<file path="src/rtl/multicycle_ctrl_if.sv">
// multicycle_ctrl_if
//   Bundles the instruction fields, ALU flags and datapath control lines
//   exchanged between the multicycle controller and the ARM-subset datapath.
//   master : controller side (takes instruction fields/flags, drives controls)
//   slave  : datapath side (drives instruction fields/flags, takes controls)
interface multicycle_ctrl_if;
  logic [1:0] Op;
  logic [5:0] Funct;
  logic [3:0] Rd;
  logic [3:0] ALUFlags;
  logic       CondEx;
  logic [1:0] FlagA;
  logic [1:0] FlagB;
  logic       PCWrite;
  logic       AdrSrc;
  logic       MemWrite;
  logic       IRWrite;
  logic       RegWrite;
  logic [1:0] ResultSrc;
  logic       ALUSrcA;
  logic [1:0] ALUSrcB;
  logic [1:0] ALUControl;
  logic [3:0] State;
  logic       Illegal;

  modport master (
    input  Op, Funct, Rd, ALUFlags, CondEx,
    output FlagA, FlagB, PCWrite, AdrSrc, MemWrite, IRWrite, RegWrite,
           ResultSrc, ALUSrcA, ALUSrcB, ALUControl, State, Illegal
  );

  modport slave (
    output Op, Funct, Rd, ALUFlags, CondEx,
    input  FlagA, FlagB, PCWrite, AdrSrc, MemWrite, IRWrite, RegWrite,
           ResultSrc, ALUSrcA, ALUSrcB, ALUControl, State, Illegal
  );
endinterface

</file>
<file path="src/rtl/multicycle_ctrl.sv">
// multicycle_ctrl
//   Multicycle control FSM for the ARM-subset core: sequences fetch, decode,
//   memory, ALU and branch steps, decodes ALUControl/FlagW, holds the N/Z/C/V
//   flag registers and gates architectural writes with the registered CondEx.
// Ports
//   clk   : rising-edge clock
//   reset : synchronous, active-high
//   bus   : multicycle_ctrl_if.master (instruction fields, ALU flags, CondEx in;
//           FlagA/FlagB, datapath controls, State, Illegal out)
// Parameter
//   MEM_WAIT : extra wait cycles in FETCH and MEMRD for slow memory (0..15)
//
// state  | meaning
// FETCH  | read instruction, PC+4; IR/PC load in last wait cycle
// DECODE | read registers, latch CondEx, dispatch on Op
// MEMADR | compute load/store address
// MEMRD  | read data memory (held MEM_WAIT+1 cycles)
// MEMWB  | write loaded data to register file
// MEMWR  | write data memory
// EXECR  | ALU op with register operand
// EXECI  | ALU op with immediate operand
// ALUWB  | write ALU result to register file
// BRANCH | compute branch target, load PC
module multicycle_ctrl #(
  parameter int unsigned MEM_WAIT = 0
) (
  input  logic              clk,
  input  logic              reset,
  multicycle_ctrl_if.master bus
);

  typedef enum logic [3:0] {
    FETCH  = 4'd0,
    DECODE = 4'd1,
    MEMADR = 4'd2,
    MEMRD  = 4'd3,
    MEMWB  = 4'd4,
    MEMWR  = 4'd5,
    EXECR  = 4'd6,
    EXECI  = 4'd7,
    ALUWB  = 4'd8,
    BRANCH = 4'd9
  } state_t;

  localparam logic [1:0] ALU_ADD = 2'b00;
  localparam logic [1:0] ALU_SUB = 2'b01;
  localparam logic [1:0] ALU_AND = 2'b10;
  localparam logic [1:0] ALU_ORR = 2'b11;
  localparam logic [3:0] WAIT_LAST = 4'(MEM_WAIT);

  state_t     state, nextState;
  logic [3:0] waitCnt;
  logic       condExR;
  logic [1:0] flagA, flagB;

  logic       waitDone, fetchLast, regW, memW, branch, isExec, illegal;
  logic       noWrite, flagS;
  logic [1:0] aluDec, aluCtl, flagW;
  logic       regWriteG;

  // Funct is held stable by the IR for the whole instruction, so the decode
  // is also valid in ALUWB where NoWrite suppresses the CMP write-back.
  always_comb begin
    aluDec  = ALU_ADD;
    noWrite = 1'b0;
    flagS   = bus.Funct[0];
    case (bus.Funct[4:1])
      4'b0100: aluDec = ALU_ADD;
      4'b0010: aluDec = ALU_SUB;
      4'b0000: aluDec = ALU_AND;
      4'b1100: aluDec = ALU_ORR;
      4'b1010: begin
        aluDec  = ALU_SUB;
        noWrite = 1'b1;
        flagS   = 1'b1;
      end
      default: aluDec = ALU_ADD;
    endcase
  end

  assign flagW    = {flagS, flagS & ((aluDec == ALU_ADD) | (aluDec == ALU_SUB))};
  assign waitDone = (waitCnt == WAIT_LAST);

  always_comb begin
    nextState     = state;
    fetchLast     = 1'b0;
    regW          = 1'b0;
    memW          = 1'b0;
    branch        = 1'b0;
    isExec        = 1'b0;
    illegal       = 1'b0;
    aluCtl        = ALU_ADD;
    bus.AdrSrc    = 1'b0;
    bus.ResultSrc = 2'b00;
    bus.ALUSrcA   = 1'b0;
    bus.ALUSrcB   = 2'b00;
    case (state)
      FETCH: begin
        bus.ALUSrcA   = 1'b1;
        bus.ALUSrcB   = 2'b10;
        bus.ResultSrc = 2'b10;
        if (waitDone) begin
          fetchLast = 1'b1;
          nextState = DECODE;
        end
      end
      DECODE: begin
        bus.ALUSrcA   = 1'b1;
        bus.ALUSrcB   = 2'b10;
        bus.ResultSrc = 2'b10;
        case (bus.Op)
          2'b00:   nextState = bus.Funct[5] ? EXECI : EXECR;
          2'b01:   nextState = MEMADR;
          2'b10:   nextState = BRANCH;
          default: begin
            nextState = FETCH;
            illegal   = 1'b1;
          end
        endcase
      end
      MEMADR: begin
        bus.ALUSrcB = 2'b01;
        nextState   = bus.Funct[0] ? MEMRD : MEMWR;
      end
      MEMRD: begin
        bus.AdrSrc = 1'b1;
        if (waitDone) nextState = MEMWB;
      end
      MEMWB: begin
        bus.ResultSrc = 2'b01;
        regW          = 1'b1;
        nextState     = FETCH;
      end
      MEMWR: begin
        bus.AdrSrc = 1'b1;
        memW       = 1'b1;
        nextState  = FETCH;
      end
      EXECR: begin
        aluCtl    = aluDec;
        isExec    = 1'b1;
        nextState = ALUWB;
      end
      EXECI: begin
        bus.ALUSrcB = 2'b01;
        aluCtl      = aluDec;
        isExec      = 1'b1;
        nextState   = ALUWB;
      end
      ALUWB: begin
        regW      = 1'b1;
        nextState = FETCH;
      end
      BRANCH: begin
        bus.ALUSrcB   = 2'b01;
        bus.ResultSrc = 2'b10;
        branch        = 1'b1;
        nextState     = FETCH;
      end
      default: nextState = FETCH;
    endcase
  end

  always_ff @(posedge clk) begin
    if (reset) begin
      state   <= FETCH;
      waitCnt <= 4'd0;
      flagA   <= 2'b00;
      flagB   <= 2'b00;
      condExR <= 1'b1;
    end else begin
      state <= nextState;
      if ((state == FETCH || state == MEMRD) && !waitDone)
        waitCnt <= waitCnt + 4'd1;
      else
        waitCnt <= 4'd0;
      if (state == DECODE) condExR <= bus.CondEx;
      if (isExec && condExR) begin
        if (flagW[1]) flagA <= {bus.ALUFlags[2], bus.ALUFlags[3]};
        if (flagW[0]) flagB <= bus.ALUFlags[1:0];
      end
    end
  end

  // Enables are masked while reset is high so an aborted instruction never
  // writes on the reset edge.
  assign regWriteG      = regW & condExR & ~noWrite & ~reset;
  assign bus.RegWrite   = regWriteG;
  assign bus.MemWrite   = memW & condExR & ~reset;
  assign bus.IRWrite    = fetchLast & ~reset;
  assign bus.PCWrite    = ~reset & (fetchLast | (branch & condExR) |
                                    (regWriteG & (bus.Rd == 4'd15)));
  assign bus.ALUControl = aluCtl;
  assign bus.FlagA      = flagA;
  assign bus.FlagB      = flagB;
  assign bus.State      = state;
  assign bus.Illegal    = illegal;

endmodule

</file>
<file path="src/flat_wrapper.sv">
// flat-port wrapper written by rule: the top's interface ports become plain ports
module multicycle_ctrl_flat 
#(
  parameter int unsigned MEM_WAIT = 0
)
  (clk, reset, bus_Op, bus_Funct, bus_Rd, bus_ALUFlags, bus_CondEx, bus_FlagA, bus_FlagB, bus_PCWrite, bus_AdrSrc, bus_MemWrite, bus_IRWrite, bus_RegWrite, bus_ResultSrc, bus_ALUSrcA, bus_ALUSrcB, bus_ALUControl, bus_State, bus_Illegal);
  multicycle_ctrl_if bus_i ();
  input  logic clk;
  input  logic reset;
  input wire logic [$bits(bus_i.Op)-1:0] bus_Op;
  input wire logic [$bits(bus_i.Funct)-1:0] bus_Funct;
  input wire logic [$bits(bus_i.Rd)-1:0] bus_Rd;
  input wire logic [$bits(bus_i.ALUFlags)-1:0] bus_ALUFlags;
  input wire logic [$bits(bus_i.CondEx)-1:0] bus_CondEx;
  output wire logic [$bits(bus_i.FlagA)-1:0] bus_FlagA;
  output wire logic [$bits(bus_i.FlagB)-1:0] bus_FlagB;
  output wire logic [$bits(bus_i.PCWrite)-1:0] bus_PCWrite;
  output wire logic [$bits(bus_i.AdrSrc)-1:0] bus_AdrSrc;
  output wire logic [$bits(bus_i.MemWrite)-1:0] bus_MemWrite;
  output wire logic [$bits(bus_i.IRWrite)-1:0] bus_IRWrite;
  output wire logic [$bits(bus_i.RegWrite)-1:0] bus_RegWrite;
  output wire logic [$bits(bus_i.ResultSrc)-1:0] bus_ResultSrc;
  output wire logic [$bits(bus_i.ALUSrcA)-1:0] bus_ALUSrcA;
  output wire logic [$bits(bus_i.ALUSrcB)-1:0] bus_ALUSrcB;
  output wire logic [$bits(bus_i.ALUControl)-1:0] bus_ALUControl;
  output wire logic [$bits(bus_i.State)-1:0] bus_State;
  output wire logic [$bits(bus_i.Illegal)-1:0] bus_Illegal;
  assign bus_i.Op = bus_Op;
  assign bus_i.Funct = bus_Funct;
  assign bus_i.Rd = bus_Rd;
  assign bus_i.ALUFlags = bus_ALUFlags;
  assign bus_i.CondEx = bus_CondEx;
  assign bus_FlagA = bus_i.FlagA;
  assign bus_FlagB = bus_i.FlagB;
  assign bus_PCWrite = bus_i.PCWrite;
  assign bus_AdrSrc = bus_i.AdrSrc;
  assign bus_MemWrite = bus_i.MemWrite;
  assign bus_IRWrite = bus_i.IRWrite;
  assign bus_RegWrite = bus_i.RegWrite;
  assign bus_ResultSrc = bus_i.ResultSrc;
  assign bus_ALUSrcA = bus_i.ALUSrcA;
  assign bus_ALUSrcB = bus_i.ALUSrcB;
  assign bus_ALUControl = bus_i.ALUControl;
  assign bus_State = bus_i.State;
  assign bus_Illegal = bus_i.Illegal;
  multicycle_ctrl #(.MEM_WAIT(MEM_WAIT)) u_core (.clk(clk), .reset(reset), .bus(bus_i));
endmodule
</file>
<file path="config.mk">
export PLATFORM = sky130hd
export DESIGN_NAME = multicycle_ctrl_flat
export DESIGN_NICKNAME = d
export VERILOG_FILES = /design/src/rtl/multicycle_ctrl_if.sv /design/src/rtl/multicycle_ctrl.sv /design/src/flat_wrapper.sv
export SDC_FILE = /design/constraint.sdc
export NUM_CORES = 1
export LEC_CHECK = 0
export BUFFER_PORTS_ARGS = -buffer_cell sky130_fd_sc_hd__clkbuf_2
export CAP_MARGIN = 20
export CORE_MARGIN = 2
export CORE_UTILIZATION = 45
export CTS_CLUSTER_DIAMETER = 200
export DETAILED_ROUTE_END_ITERATION = 8
export PLACE_DENSITY = 0.78
export SLEW_MARGIN = 20
export SYNTH_ARGS = -nofsm -noshare
export SYNTH_HDL_FRONTEND = slang
export SYNTH_SLANG_ARGS = --single-unit
</file>
<file path="constraint.sdc">
create_clock -name clk -period 2.1 [get_ports clk]
set_input_delay 0.42 -clock clk [delete_from_list [all_inputs] [get_ports clk]]
set_output_delay 0.42 -clock clk [all_outputs]
set_load 0.02 [all_outputs]
</file>
## After elaboration in Yosys (flattened, before gate mapping)

Cells that the tools add are included.

| storage, ports and cells | value |
|---|---|
| input port bits | 19 |
| flip-flop bits (word level) | 13 |
| output and inout bits | 21 |

| cells by class | value |
|---|---|
| add/subtract/negate cells | 1 |
| equality and inequality tests | 18 |
| multiplexer cells | 22 |
| reduce and logical (&&, ||, !) cells | 21 |
| bitwise logic cells | 16 |

Operator list:

| kind | number |
|---|---|
| 4-bit == test (second input constant) | 5 |
| 4-bit case mux with 5 select lines | 1 |
| 4-bit by 3-bit == test with 1-bit output (second input constant) | 4 |
| 1-bit two-way mux | 13 |
| 4-bit by 2-bit == test with 1-bit output (second input constant) | 3 |
| 4-bit logical NOT | 3 |
| 4-bit case mux with 3 select lines | 1 |
| 2-bit OR reduction | 6 |
| 1-bit bitwise AND | 10 |
| 3-bit OR reduction | 3 |
| 4-bit two-way mux | 2 |
| 2-bit case mux with 2 select lines | 2 |
| 2-bit case mux with 3 select lines | 1 |
| 2-bit AND reduction | 3 |
| 4-bit by 1-bit adder with 4-bit output (second input constant) | 1 |
| 2-bit by 1-bit == test with 1-bit output (second input constant) | 2 |
| 4-bit by 1-bit == test with 1-bit output (second input constant) | 1 |
| 2-bit logical NOT | 2 |
| 2-bit by 1-bit != test with 1-bit output (second input constant) | 2 |
| 3-bit two-way mux | 1 |
| 1-bit inverter | 3 |
| 1-bit bitwise OR | 3 |
| 2-bit == test (second input constant) | 1 |
| 1-bit logical AND | 2 |
| other kinds (3) | 3 |

## Logic depth before layout (Yosys ltp)

Gate-level depths: netlist (run 1).

| depth | value |
|---|---|
| depth in word-level cells | 9 |
| depth in mapped cells | 6 |

## Worst setup path before layout (run 1)

Ideal clock, no wire load.

| path | value |
|---|---|
| path kind | flip-flop to output port |
| from | reg u_core.state[0] (netlist: u_core.bus.State[0]) |
| to | out bus_PCWrite |
| arrival time | 1718 ps |
| required time | 1680 ps |
| path slack | -38 ps |
| stages on the path, launching flop included | 5 |
| buffers on the path | 0 |
| cell sequence | dfxtp_1 -> or2_2 -> nor4_2 -> o2bb2ai_1 -> and2b_1 |

| between the ends | value |
|---|---|
| word-level cells in the longest chain between the ends | 9 |

Ends and longest elaborated chain:

| what | RTL line | text |
|---|---|---|
| start: declaration | multicycle_ctrl.sv:51 | `state_t state, nextState;` |
| start signal: assignment | multicycle_ctrl.sv:172 | `state <= nextState;` |
| 4-bit by 3-bit == test with 1-bit output or 4-bit == test (tied branches) | multicycle_ctrl.sv:97 | `case (state)` |
| 2-bit OR reduction (no source line) * | -- |  |
| 1-bit two-way mux * | multicycle_ctrl.sv:97 |  |
| 1-bit bitwise AND * (3 in series) | multicycle_ctrl.sv:187 | `assign regWriteG = regW & condExR & ~noWrite & ~reset;` |
| via bus_RegWrite | flat_wrapper.sv:21 | `output wire logic [$bits(bus_i.RegWrite)-1:0] bus_RegWrite;` |
| 1-bit bitwise AND * | multicycle_ctrl.sv:192 | `(regWriteG & (bus.Rd == 4'd15)));` |
| 1-bit bitwise OR * | multicycle_ctrl.sv:191 | `assign bus.PCWrite = ~reset & (fetchLast \| (branch & condExR) \|` |
| 1-bit bitwise AND * | multicycle_ctrl.sv:191 |  |
| end: declaration | flat_wrapper.sv:17 | `output wire logic [$bits(bus_i.PCWrite)-1:0] bus_PCWrite;` |

The timed path passes the listed nets; every way through them passes the cells marked *.

## Final worst setup path (run 1)

| path | value |
|---|---|
| from | reg u_core.waitCnt[0] |
| to | out bus_PCWrite |

| between the ends | value |
|---|---|
| word-level cells in the longest chain between the ends | 6 |

Ends and longest elaborated chain:

| what | RTL line | text |
|---|---|---|
| start: declaration | multicycle_ctrl.sv:52 | `logic [3:0] waitCnt;` |
| start signal: assignment | multicycle_ctrl.sv:174 | `waitCnt <= waitCnt + 4'd1;` |
| 4-bit logical NOT | multicycle_ctrl.sv:82 | `assign waitDone = (waitCnt == WAIT_LAST);` |
| 1-bit two-way mux | multicycle_ctrl.sv:102 | `if (waitDone) begin` |
| 1-bit two-way mux | multicycle_ctrl.sv:97 |  |
| 1-bit bitwise OR (2 in series) | multicycle_ctrl.sv:191 |  |
| 1-bit bitwise AND | multicycle_ctrl.sv:191 |  |

Every way passes these cells.

==> results of run 1 <==
worst max-delay path by stage:
stage,from,to,slack (ps),cells past startpoint
2_1_floorplan,u_core.bus.State[0],bus_PCWrite,90,4
3_3_place_gp,u_core.waitCnt[0],bus_PCWrite,150,7
3_5_place_dp,u_core.waitCnt[0],bus_PCWrite,120,7
4_1_cts,u_core.waitCnt[0],bus_PCWrite,-150,7
5_1_grt,u_core.waitCnt[0],bus_PCWrite,-220,7
6_report,u_core.waitCnt[0],bus_PCWrite,-140,7
worst min-delay path, cell delays in order:
cell,delay [ps]
clkbuf_2,70
mux2i_1,50
nor2_1,80
cell usage in the layout, fill, tap and decap left out, types with 2 or more instances in the layout:
cell type  instances
clkbuf_2          37
nor2_1            15
dfxtp_1           11
nor3_1             8
nand2b_1           8
buf_4              7
a21oi_1            5
nand2_1            4
mux2i_1            4
inv_1              3
xor2_1             3
xnor2_1            3
clkbuf_4           3
buf_6              3
nor2b_1            2
inv_2              2
or3_1              2
and4_1             2
nand3_1            2
o21ai_0            2
dfxtp_2            2
logic make-up after synthesis:
logic type                 Yosys count  synth area share
muxes                                5            0.0604
DFF                                 13             0.306
adders and majority gates            2            0.0295
xor gates and xnor gates             6            0.0619
buffers and inverters               11            0.0515
AOI/OAI and AO/OA                   14             0.116
and+or+nand+nor                     55             0.374
layer usage:
| layer | up-vias | share of wire |
|---|---|---|
| met5 | - | 0 |
| met4 | 0 | 0.030 |
| met3 | 8 | 0.035 |
| met2 | 25 | 0.54 |
| met1 | 456 | 0.39 |
| li1 | 458 | - |
report_power, final:
group	internal, uW	total [uW]	switching [uW]
registers	262	279	17.8
logic	140	340	201
clock network	70.9	162	91.6
total	472	782	310
sequential cells by signal, indices dropped and copies added, names as in the netlist:
register          cells
u_core.bus.State      4
u_core.bus.FlagA      2
u_core.bus.FlagB      2
u_core.waitCnt        4
u_core.condExR        1
what timing repair did:
item                       CTS  global route
gates resized for setup      7             9
cloned                       0             0
buffers inserted             2             3
pin swaps                    1             1
setup endpoints to repair    2             3
stage by stage:
| stage | instance area, sq um | setup TNS [ps] | utilization |
|---|---|---|---|
| 2_1_floorplan | 858 | 0 | - |
| 3_3_place_gp | 1090 | 0 | 0.624 |
| 3_5_place_dp | 1090 | 0 | 0.624 |
| 4_1_cts | 1150 | -171 | 0.661 |
| 5_1_grt | 1200 | -374 | 0.689 |
| 6_report | 1200 | -231 | 0.689 |
cell type report:
cell class              count  area (sq um)  area share
flip-flops and latches     13           263       0.219
inverters                   5          18.8      0.0156
clock buffers               3          22.5      0.0187
multi-input cells          82           577       0.480
well taps                  25          31.3      0.0260
repair buffers             48           285       0.237
clock inverters             1          5.00     0.00416
==> results.md, run 1 <==
Critical path:
- The reg-to-reg critical path startpoint is u_core.waitCnt[0].
- The setup slack of the most critical reg-to-reg path is 200 ps.
- The number of cells on the worst reg-to-reg path is 10.
- The endpoint class of the critical path is an output port.
- The worst setup path is launched from a register.
- The cell family contributing the most delay on the critical path is simple AND/OR/NAND/NOR gates.
- The buffer and inverter count on the worst path is 2.
- The data arrival time at the worst-slack endpoint is around 1800 ps.
- The top fanout value on the critical path is 2.
- The worst endpoint required time is 1680 ps.
- The type of the worst setup path is register to output port.
- For this run, the slowest stage of the critical path takes about 380 ps.
- The cell type of the slowest stage on the worst timing path is or3b_4.
- The capture instance of the worst register-to-register path is u_core.bus.State[1].
- Walking the worst path, the cells encountered are inv_2 -> ha_4 -> or3b_4 -> o31a_1 -> o2bb2ai_1 -> and2b_1 -> clkbuf_8.

Timing:
- The max-slew violation total from the final report came to 0.
- The fmax is 447 MHz.
- The smallest clock period supported by the final layout is computed as 2240 ps.
- At the pin with the least slew margin, the transition time is 390 ps.
- In the finished design, the share of the clock period the worst path needs comes to 1.07.
- The count of final hold-check violations is 0.
- The worst hold slack is 373 ps.
- The worst setup skew after layout is ~1.7 ps.
- The worst setup slack after layout is -139 ps.
- The final number of setup-violating endpoints is 2.
- Setup repair after global routing could not meet its margin everywhere.
- The normalized max-slew margin is 0.739.

Synth:
- The count of cell types in the netlist is 38.
- For this run, asynchronously set or reset flops after synthesis account for 0.
- In the post-synthesis netlist, the biggest area contributors are dfxtp_1 31%, nor2_1 6.6%, nand2b_1 5.9%.
- Counting flops with a built-in enable in the synthesized netlist gives 0.
- In the synthesized netlist the dominant register cell turns out to be dfxtp_1.
- The largest total area in the synthesized netlist belongs to dfxtp_1.
- The count of synthesis-stage warnings from yosys is 0.
- The area share of the largest cell type after synthesis is 0.306.
- The synthesized netlist occupies a cell area of 850 sq um.
- Synthesis produced a netlist whose cell count is ~110.
- By count the netlist is led by 15 x nor2_1, 13 x dfxtp_1, 9 x nor3_1, 8 x nand2b_1.
- The proportion of synthesized chip area in sequential cells is 0.306.
- The number of nets in the synthesized netlist is about 130.
- The mean cell area of the mapped netlist is about 8.0 sq um.
- In this run, synthesis produced a sequential element count of 13.
- In the post-synthesis netlist, the cell with the most instances is nor2_1.

Final layout:
- The layout has 158 filler cells.
- The net count reported at finish is ~170.
- The number of antenna diodes in the final layout is 0.
- The layout overhead on the synthesized area is 41.5%.
- The fraction of final layout cells with drive strength greater than 1 is 0.434.
- Once layout is complete, the cells apart from fillers number between 150 and 200.

Place:
- The number of placed instances, taps included, is about 170.
- The total of buffers placed on input and output ports is 39.
- Once detailed placement completed, the half-perimeter wirelength came to 1.70 mm.
- At the end of routability-driven placement, the weighted congestion stood at 0.857.
- The post-placement worst setup slack is ~120 ps.

CTS:
- The longest clock path from root to sink contains 2 buffers.
- After clock tree synthesis, the clock-pin slew on the worst setup and hold paths is 80 ps.
- The clock net sink count is 13.
- The number of buffers inserted for hold repair after clock tree synthesis is 0.
- TritonCTS built the clock tree.
- The clock network latency to the later pin of the worst-skew pair is 290 ps.
- The clock root buffer is clkbuf_4.
- Clock tree synthesis inserted a total of 3 buffers.
- The number of levels the H-tree was split into is 1.

Worst hold path:
- The worst hold path was traced through 3 stages.
- The startpoint identified for the worst hold timing path is bus_ALUFlags[3].
- The worst hold path belongs to the class input pin to register.
- The hold-critical path endpoint is u_core.bus.FlagA[0].

Pwr:
- The highest ir drop seen on vdd is roughly 0.36 mV.
- Dividing total power by cell area gives a power density of approximately 650 nW/um^2.
- The leakage component of the power is 0.000554 uW.
- The design draws 782 uW.

Global route:
- The number of global-route vias before repair is 835.
- The total overflow left after global routing is 0.
- In the global route stage, overall resource usage came out at 0.210.
- The global-route layer with the greatest usage is met2.
- The global-route wire length before repair is 3.33 mm.
- In the global route stage, met3 resource usage came out at 0.0226.
- For met1 alone, demand over resource in global routing was 0.219.
- The met2 demand-to-capacity share in global routing is 0.403.
- Entering global routing, the biggest net connects 17 pins.
- The initial antenna violation count is 0.

Route:
- The final route contains 947 vias.
- Dividing the detail-routed wire length by the instance count gives around 13 um.
- The number of search-and-repair iterations in the first detailed-routing pass is 4.
- Using the TritonRoute via totals, the vias-per-cell ratio works out to roughly 5.4.
- The total routed wirelength is approximately 2.3 mm.
- In this run the remaining antenna-violating nets after routing total 0.
- The post-route DRC violation count is 0.
- The iteration-0 DRC count of the detailed router is 20.

Die:
- The die boundary height is 47.5 um.
- The die width is 47.5 um.
- The floorplan step defined a die boundary enclosing around 2300 sq um.
- 40 I/O pins were placed.
- For this configuration, the core starts out at a cell density of 0.487.
- After floorplanning, the core was sized to cover 1750 sq um.
- The initialized floorplan defines 15 standard-cell rows.

Run status:
- The checks that failed: negative setup slack.
- The flow ran to the end, but the final reports show violations.

Run:
- Across the run, the number of max-cap violations was 0.
Note: power is estimated with default switching activity, not from simulation.
==> inputs of run 2 (changes only) <==
- PLACE_DENSITY: 0.78 -> default
- PLACE_DENSITY_LB_ADDON: default -> 0.15
- SLEW_MARGIN: 20 -> 40
==> run 2 against run 1 <==
Compared with the run above: critical path depth unchanged; worst hold slack gained 1.7 ps; largest power group unchanged; worst setup slack better by 37 ps; core utilization fell by 2.7 points; first-iteration DRC count rose by 5.0%; the run still ends with negative setup slack left; sequential share of layout area rose by 0.90 points; total power down 1.3%.
==> results.md, run 2 (synthesis results as in run 1) <==
Worst hold path:
- In this run the most critical hold path is launched from bus_ALUFlags[3].
- The worst hold path depth came to 3 (unchanged).
- The worst hold path terminates at u_core.bus.FlagA[0].
- The worst hold-check path type is input pin to register.

Timing:
- The transition time at the pin with the least slew margin was 371 ps (-18.8 ps).
- The final number of setup-violating endpoints is 1 (-1).
- Setup repair after global routing could not meet its margin everywhere.
- The minimum clock period after layout is 2200 ps (-37.2 ps).
- The worst setup skew after layout is 5.87 ps (+4.18 ps).
- The fmax was 454 MHz (+1.7%).
- The max-slew violation total from the final report is 0 (unchanged).
- The normalized max-slew margin is 0.752 (+0.0126).
- The count of final hold-check violations is 0 (unchanged).
- The post-route clock period utilization came to 1.05 (-0.0177).
- The worst setup slack after layout is -102 ps (+37.2 ps).

Place:
- The last weighted congestion value of the routability-driven placer is 0.845 (-1.4%).
- The estimated wirelength of the detail-placed design came to 1.58 mm (-7.5%).
- The total of buffers placed on input and output ports is 39 (unchanged).
- The post-placement worst setup slack is 144 ps (+28.4 ps).

Global route:
- The global-route wire length before repair came to 3.02 mm (-9.1%).
- The global router's overall resource usage is 0.192 (-0.0185).
- The number of global-route vias before repair was 727 (-13%).
- The leftover overflow at the end of global routing came to 0 (unchanged).
- The pin count of the biggest net entering global routing is 17 (unchanged).
- The initial antenna violation count came to 0 (unchanged).

Route:
- The iteration-0 DRC count of the detailed router was 21 (+5.0%).
- The total routed wirelength is 2.03 mm (-11%).
- The residual antenna-violating net count after detailed routing is 0 (unchanged).
- The via total after detailed routing is 893 (-5.7%).
- The post-route DRC violation count was 0 (unchanged).
- The post-detailed-route via-to-cell ratio is 5.13 (-4.1%).
- The average wire per cell in the routed design came to 11.7 um (-9.7%).
- The number of search-and-repair iterations in the first detailed-routing pass is 4 (unchanged).

Pwr:
- The internal portion of total power is 475 uW (+0.57%).
- The clock network fraction of total power is 0.201 (-0.007).
- The total power divided by cell area came to 669 nW/um^2 (+2.8%).
- The part of the total power dissipated in sequential elements is 0.359 (+0.002).
- The combinational cell fraction of total power is 0.440 (+0.005).
- The proportion of total power due to net switching is 0.385 (-0.0113).
- The highest ir drop seen on vdd is 0.456 mV (+28%).
- The leakage component of the power is 0.000532 uW (-4.1%).
- The net switching power of the design is 297 uW (-4.1%).

Final layout:
- The number of filler instances in the final layout came to 160 (+1.3%).
- The end-of-flow core utilization is 0.662 (-0.0272).
- The number of antenna cells inserted is 0 (unchanged).
- The area growth from synthesis to layout is 35.9%.
- Leaving out fill and tap cells, the most frequent cell in the layout is clkbuf_2.
- The net count reported at finish is 171 (-1.7%).
- The fraction of final layout cells with drive strength greater than 1 is 0.409 (-0.0248).
- The library cells used most frequently in the layout, excluding fill and tap cells, are 37 x clkbuf_2, 15 x nor2_1, 11 x dfxtp_1.

CTS:
- The clock net sink count is 13 (unchanged).
- The maximum buffer depth of the clock tree is 2 (unchanged).
- The clock network latency to the later pin of the worst-skew pair is 280 ps (about the same).
- The number of levels the H-tree was split into is 1 (unchanged).
- The clock root buffer is clkbuf_4.
- The number of buffers inserted for hold repair after clock tree synthesis is 0 (unchanged).
- The clock buffer count from CTS was 3 (unchanged).
- The clock slew at the register clock pins of the worst setup and hold paths came to 80 ps (about the same).
- TritonCTS built the clock tree.

Critical path:
- The data arrival time at the worst-slack endpoint came to 1780 ps (-40 ps).
- For this design, the slowest cell found on the critical path is or3b_4.
- On the critical path the largest part of the delay comes from simple AND/OR/NAND/NOR gates.
- The setup slack of the most critical reg-to-reg path is 540 ps (+340 ps).
- The critical path's largest stage delay came to 370 ps (about the same).
- Traced cell by cell, the critical path runs through inv_2 -> ha_1 -> or3b_4 -> o31a_1 -> o2bb2ai_1 -> and2b_1 -> clkbuf_8.
- The top fanout value on the critical path came to 2 (unchanged).
- The worst setup path is captured at an output port.
- The worst-case reg-to-reg path depth was 7 (-3).
- The buffer and inverter count on the worst path is 2 (unchanged).
- The capture instance of the worst register-to-register path is u_core.bus.State[1].
- In this run the critical register-to-register path is launched from u_core.waitCnt[0].
- The category of the worst setup path launch point is a register.
- The worst endpoint required time is 1680 ps (about the same).
- The type of the worst setup path is register to output port.

Die:
- The die boundary height came to 47.5 um (unchanged).
- The initial cell density of the core is 0.487 (unchanged).
- The die footprint is 2250 sq um (unchanged).
- The number of core rows was 15 (unchanged).
- The number of top-level design ports is 40 (unchanged).
- The die width was 47.5 um (unchanged).
- The core outline area is 1750 sq um (unchanged).

Run status:
- The run finished, with violations left.
- The final reports fail on negative setup slack.

Run:
- The number of violations of the max-capacitance limit is 0 (unchanged).
==> run 2: power by group through the flow <==
stage / clock (uW) / sequential (uW) / combinational (uW)
2_1_floorplan: 0 / 297 / 211
3_3_place_gp: 0 / 282 / 318
3_5_place_dp: 0 / 283 / 323
4_1_cts: 160 / 277 / 335
5_1_grt: 170 / 280 / 369
6_report: 155 / 277 / 340
==> run 2: what timing repair did <==
| item | CTS | global route |
|---|---|---|
| endpoints found under the setup margin | 2 | 3 |
| resized for setup | 8 | 3 |
| cloned | 0 | 0 |
| pin swaps | 0 | 2 |
| buffers inserted | 1 | 1 |
==> run 2: layout make-up <==
cell class | count | area [sq um] | area share
multi-input cells | 82 | 564 | 0.489
flip-flops and latches | 13 | 263 | 0.228
repair buffers | 45 | 251 | 0.218
well taps | 25 | 31.3 | 0.0271
clock buffers | 4 | 26.3 | 0.0228
inverters | 5 | 18.8 | 0.0163
==> run 2: worst max-delay path by stage <==
| stage | startpoint | end | slack, ps | depth (start not counted) |
|---|---|---|---|---|
| 3_3_place_gp | u_core.waitCnt[0] | bus_PCWrite | 160 | 7 |
| 2_1_floorplan | u_core.bus.State[0] | bus_PCWrite | 90 | 4 |
| 5_1_grt | u_core.waitCnt[0] | bus_PCWrite | -200 | 7 |
| 6_report | u_core.waitCnt[0] | bus_PCWrite | -100 | 7 |
| 4_1_cts | u_core.waitCnt[1] | bus_PCWrite | -110 | 7 |
| 3_5_place_dp | u_core.waitCnt[0] | bus_PCWrite | 140 | 7 |
==> run 2: tightest hold or removal path, delay by kind of cell <==
family	cells	cell delay [ps]
muxes	1	50
buffers and inverters	1	70
and+or+nand+nor	1	70
==> run 2: routing by layer <==
metal / GRT usage / vias up / wire length [um]
li1: - / 453 / -
met1: 0.231 / 406 / 894
met2: 0.332 / 30 / 1010
met3: 0.0340 / 4 / 102
met4: 0.0833 / 0 / 21
met5: 0 / - / 0
==> run 2: stage by stage <==
step | TNS [ps] | total power (uW) | hold slack [ps] | std cells | instance area (sq um)
floorplan | 0 | 508 | 430 | 106 | 858
global placement | 0 | 600 | 446 | 168 | 1090
detailed placement | 0 | 606 | 464 | 168 | 1090
CTS | -113 | 772 | 367 | 173 | 1140
global route | -201 | 818 | 379 | 174 | 1150
finish | -102 | 772 | 375 | 174 | 1150
